### config.mk
export PLATFORM = sky130hd
export DESIGN_NAME = asm_inserter
export DESIGN_NICKNAME = d
export VERILOG_FILES = /design/src/rtl/asm_inserter.sv
export SDC_FILE = /design/constraint.sdc
export NUM_CORES = 1
export LEC_CHECK = 0
export CAP_MARGIN = 0
export CORE_UTILIZATION = 30
export DETAILED_ROUTE_END_ITERATION = 12
export GPL_TIMING_DRIVEN = 0
export PLACE_DENSITY = 0.54
export RECOVER_POWER = 50
export SLEW_MARGIN = 20
export SYNTH_ARGS = -nofsm -noshare
export SYNTH_HDL_FRONTEND = slang
export SYNTH_SLANG_ARGS = --single-unit
### constraint.sdc
create_clock -name clk -period 2 [get_ports clk]
set_input_delay 0.6 -clock clk [delete_from_list [all_inputs] [get_ports clk]]
set_output_delay 0.6 -clock clk [all_outputs]
set_load 0.01 [all_outputs]
### src/rtl/asm_inserter.sv
// asm_inserter: prepends the attached sync marker to each payload block, registered output slice.
// Build macro ASM_LEN_CHECK_EN enables the sticky payload length check on len_err.
module asm_inserter #(
    parameter logic [31:0] ASM_WORD    = 32'h1ACFFC1D,
    parameter int unsigned ASM_BYTES   = 4,
    parameter int unsigned BLOCK_BYTES = 512
) (
    input  logic       clk,
    input  logic       rst_n,
    input  logic       s_axis_valid,
    output logic       s_axis_ready,
    input  logic [7:0] s_axis_data,
    input  logic       s_axis_last,
    input  logic       s_axis_sop,
    input  logic       s_axis_is_parity,
    output logic       m_axis_valid,
    input  logic       m_axis_ready,
    output logic [7:0] m_axis_data,
    output logic       m_axis_last,
    output logic       m_axis_sop,
    output logic       m_axis_is_parity,
    output logic       len_err
);

    typedef enum logic {ST_ASM, ST_PAYLOAD} state_t;

    localparam logic [1:0] ASM_LAST = 2'(ASM_BYTES - 1);

    state_t     state;
    logic [1:0] asm_idx;
    logic       ld;
    logic       in_xfer;
    logic       unused_cfg;

    assign ld           = !m_axis_valid || m_axis_ready;
    assign s_axis_ready = (state == ST_PAYLOAD) && ld;
    assign in_xfer      = s_axis_valid && s_axis_ready;

    always_ff @(posedge clk or negedge rst_n) begin
        if (!rst_n) begin
            state            <= ST_ASM;
            asm_idx          <= '0;
            m_axis_valid     <= 1'b0;
            m_axis_data      <= '0;
            m_axis_last      <= 1'b0;
            m_axis_sop       <= 1'b0;
            m_axis_is_parity <= 1'b0;
        end else if (state == ST_ASM) begin
            // A started marker runs to completion regardless of s_axis_valid.
            if (ld && (s_axis_valid || asm_idx != '0)) begin
                m_axis_valid     <= 1'b1;
                m_axis_data      <= 8'(ASM_WORD >> {ASM_LAST - asm_idx, 3'b000});
                m_axis_sop       <= (asm_idx == '0);
                m_axis_last      <= 1'b0;
                m_axis_is_parity <= 1'b0;
                if (asm_idx == ASM_LAST) begin
                    asm_idx <= '0;
                    state   <= ST_PAYLOAD;
                end else begin
                    asm_idx <= asm_idx + 2'd1;
                end
            end else if (ld) begin
                m_axis_valid <= 1'b0;
            end
        end else begin
            if (in_xfer) begin
                m_axis_valid     <= 1'b1;
                m_axis_data      <= s_axis_data;
                m_axis_sop       <= 1'b0;
                m_axis_last      <= s_axis_last;
                m_axis_is_parity <= s_axis_is_parity;
                if (s_axis_last) begin
                    state <= ST_ASM;
                end
            end else if (ld) begin
                m_axis_valid <= 1'b0;
            end
        end
    end

`ifdef ASM_LEN_CHECK_EN
    localparam logic [9:0] CNT_END = 10'(BLOCK_BYTES - 1);

    logic [9:0] pay_cnt;

    always_ff @(posedge clk or negedge rst_n) begin
        if (!rst_n) begin
            pay_cnt <= '0;
            len_err <= 1'b0;
        end else if (in_xfer) begin
            // Error when last and the final expected byte disagree, in either direction.
            if (s_axis_last != (pay_cnt == CNT_END)) begin
                len_err <= 1'b1;
            end
            pay_cnt <= s_axis_last ? '0 : pay_cnt + 10'd1;
        end
    end

    assign unused_cfg = s_axis_sop;
`else
    assign len_err    = 1'b0;
    assign unused_cfg = s_axis_sop | (BLOCK_BYTES == 0);
`endif

endmodule

==> flow_summary.json <==
{
  "instances_no_fill": 133,
  "seqPwrFrac_pct": 33.8,
  "power.internal_uw": 1030,
  "cts_buffers": 3,
  "tightest_slew_ns": 0.680,
  "drc": 0,
  "skew_ns": 0.00520,
  "async_flop_share_pct": 100,
  "drtIter0Drc": 5,
  "nets": 123,
  "first_global_vias": 621,
  "path_class": "reg -> out",
  "fp.coreArea_um2": 2500,
  "area_growth_pct": 39.4,
  "hold_violations": 0,
  "relSlewSlack_pct": 54.5,
  "critPathLaunchType": "flip-flop",
  "whs_ns": 0.488,
  "avgViaCountPerCell": 4.46,
  "clk_latency_ns": 0.28,
  "power_leakage_uw": 0.000517,
  "place_congestion": 0.639,
  "num_antenna_cells": 0,
  "die_h_um": 53.7,
  "io_pins": 29,
  "avgSynthCellArea_um2": 11.2,
  "wl_per_cell_um": 11.6,
  "grt_first_pass_wirelength_um": 2620,
  "clock_power_share_pct": 10.7,
  "switchingPower_uw": 559,
  "p_comb_share_pct": 55.5,
  "crit_required_ns": 1.40,
  "grt_max_degree": 16,
  "crit_start": "state",
  "cts_buffer_depth": 2,
  "finalMaxSlewViolations": 0,
  "synth_edf_count": 0,
  "drive_gt1_share_pct": 22.3,
  "port_buffers": 26,
  "ant_nets": 0,
  "power_density_nw_per_um2": 1420,
  "switching_share_pct": 35.1,
  "grt_antenna_before_repair": 0,
  "fill_cells": 268,
  "ys_types": 27,
  "syn_area_um2": 803,
  "cts_tree": "done",
  "drtPass1Iterations": 2,
  "ys_warn_count": 0,
  "initial_core_util_pct": 32.1,
  "end_kind": "output port",
  "ys_ff_latch": 15,
  "ir_drop_v": 0.000701,
  "fp.dieW_um": 53.7,
  "syn_inst": 72,
  "rsz0062_at_grt": "no",
  "fin_crit_ns": 1.91,
  "fin_crit_sh_pct": 95.4,
  "grt_overflow_total": 0,
  "timing.max_cap.violations": 0,
  "wirelength_um": 1540,
  "rows": 18,
  "post-place-cells": 128,
  "synth_ff_type": "dfrtp_1",
  "dpl-instance-area_um2": 1100,
  "synth_nets": 91,
  "setup_viol": 0,
  "cp_max_fo": 10,
  "clkTransAtPathRegs_ns": 0.09,
  "stdcell_area_um2": 1120,
  "outcome": "finished, final reports clean",
  "cp_data_arrival_time_ns": 1.31,
  "grt_use_total_pct": 12.9,
  "min_path_type": "reg -> reg",
  "min_from": "m_axis_sop",
  "finalSetupTns_ns": 0,
  "vias": 593,
  "fmax_mhz": 524,
  "ys_seq_area_share_pct": 46.7,
  "cts_root_buffer": "clkbuf_4",
  "htreeDepth": 1,
  "dp_hpwl_um": 1130,
  "dieArea_um2": 2890,
  "numClockSinks": 15,
  "r2r-start": "asm_idx[1]"
}
==> synthesized netlist by cell type, types with 2 or more instances <==
cell type / count / area share [%]
o21ai_0: 5 / 3.1
dfrtp_1: 15 / 47
mux2_2: 10 / 14
ha_1: 4 / 6.2
buf_4: 2 / 1.9
inv_1: 4 / 1.9
nand2_1: 10 / 4.7
nor2_1: 2 / 0.93
nand2b_1: 2 / 1.6
==> worst paths after layout <==
check / endpoint / slack (ns) / depth (start not counted)
min in group asynchronous: asm_idx[1] / 0.79 / 1
worst max-delay path: s_axis_ready / 0.09 / 4
worst max register to register: m_axis_data[5] / 0.30 / 6
worst min register to register: m_axis_sop / 0.49 / 1
max in group asynchronous: m_axis_data[5] / 0.77 / 1
worst min-delay path: m_axis_sop / 0.49 / 1
==> registers in the layout, summed over array words and instances (netlist names) <==
register and cells:
asm_idx 2, m_axis_data 8, m_axis_is_parity 1, m_axis_last 1, m_axis_sop 1, m_axis_valid 1
state 1
==> logic make-up after synthesis <==
family	share of synthesized area, %
AND/OR/NAND/NOR	16.7
buffers and inverters	5.76
other	0.467
AO/OA/AOI/OAI	8.88
flip-flops	46.7
adder cells (fa/ha/maj)	6.23
multiplexers	15.3
==> cell type report <==
cell class | count | area [um2] | share of cell area [%]
buffer | 4 | 25.0 | 2.23
clock buffer | 4 | 26.3 | 2.35
inverter | 4 | 15.0 | 1.34
multi-input combinational | 49 | 379 | 33.9
sequential | 15 | 375 | 33.5
tap | 30 | 37.5 | 3.35
timing repair buffer | 27 | 262 | 23.4
==> critical path: stages, from the launching register on <==
cell	delay, ns
dfrtp_1	0.38
buf_4	0.17
buf_2	0.19
and2_1	0.15
buf_2	0.13
==> per-stage QoR <==
stage	total power [uW]	worst slack, ns	utilization [%]
2_1_floorplan	1100	0.402	-
3_3_place_gp	1460	-0.527	44.0
3_5_place_dp	1470	-0.533	44.0
4_1_cts	1660	0.0561	45.3
5_1_grt	1750	0.00219	44.8
6_report	1590	0.0926	44.8
==> power by group through the flow <==
stage,registers [uW],clock network (uW),logic [uW]
finish,538,171,884
detailed placement,543,0,925
CTS,541,182,932
global placement,536,0,922
global route,559,194,993
floorplan,586,0,511
==> placed cells by master (no fill, tap or decap), types with 2 or more instances in the layout <==
cell type / count
nor2_1: 2
clkbuf_4: 3
nand2b_1: 3
ha_1: 4
dfrtp_1: 15
inv_1: 4
buf_4: 3
o21ai_0: 5
nand2_1: 10
dlygate4sd3_1: 2
mux2_2: 10
clkdlybuf4s50_1: 22
buf_2: 2
==> layer usage <==
metal,track usage [%],wire [um],vias up
li1,-,-,301
met1,16.6,733,277
met2,21.0,715,15
met3,5.08,89,0
met4,1.32,0,0
met5,0,0,-
==> repair_timing <==
action                     in CTS  in global routing
setup endpoints to repair       1                  0
buffers inserted                1                  0
hold buffers                    0                  0
gates resized for setup         6                  0
Note: power is estimated with default switching activity, not from simulation.
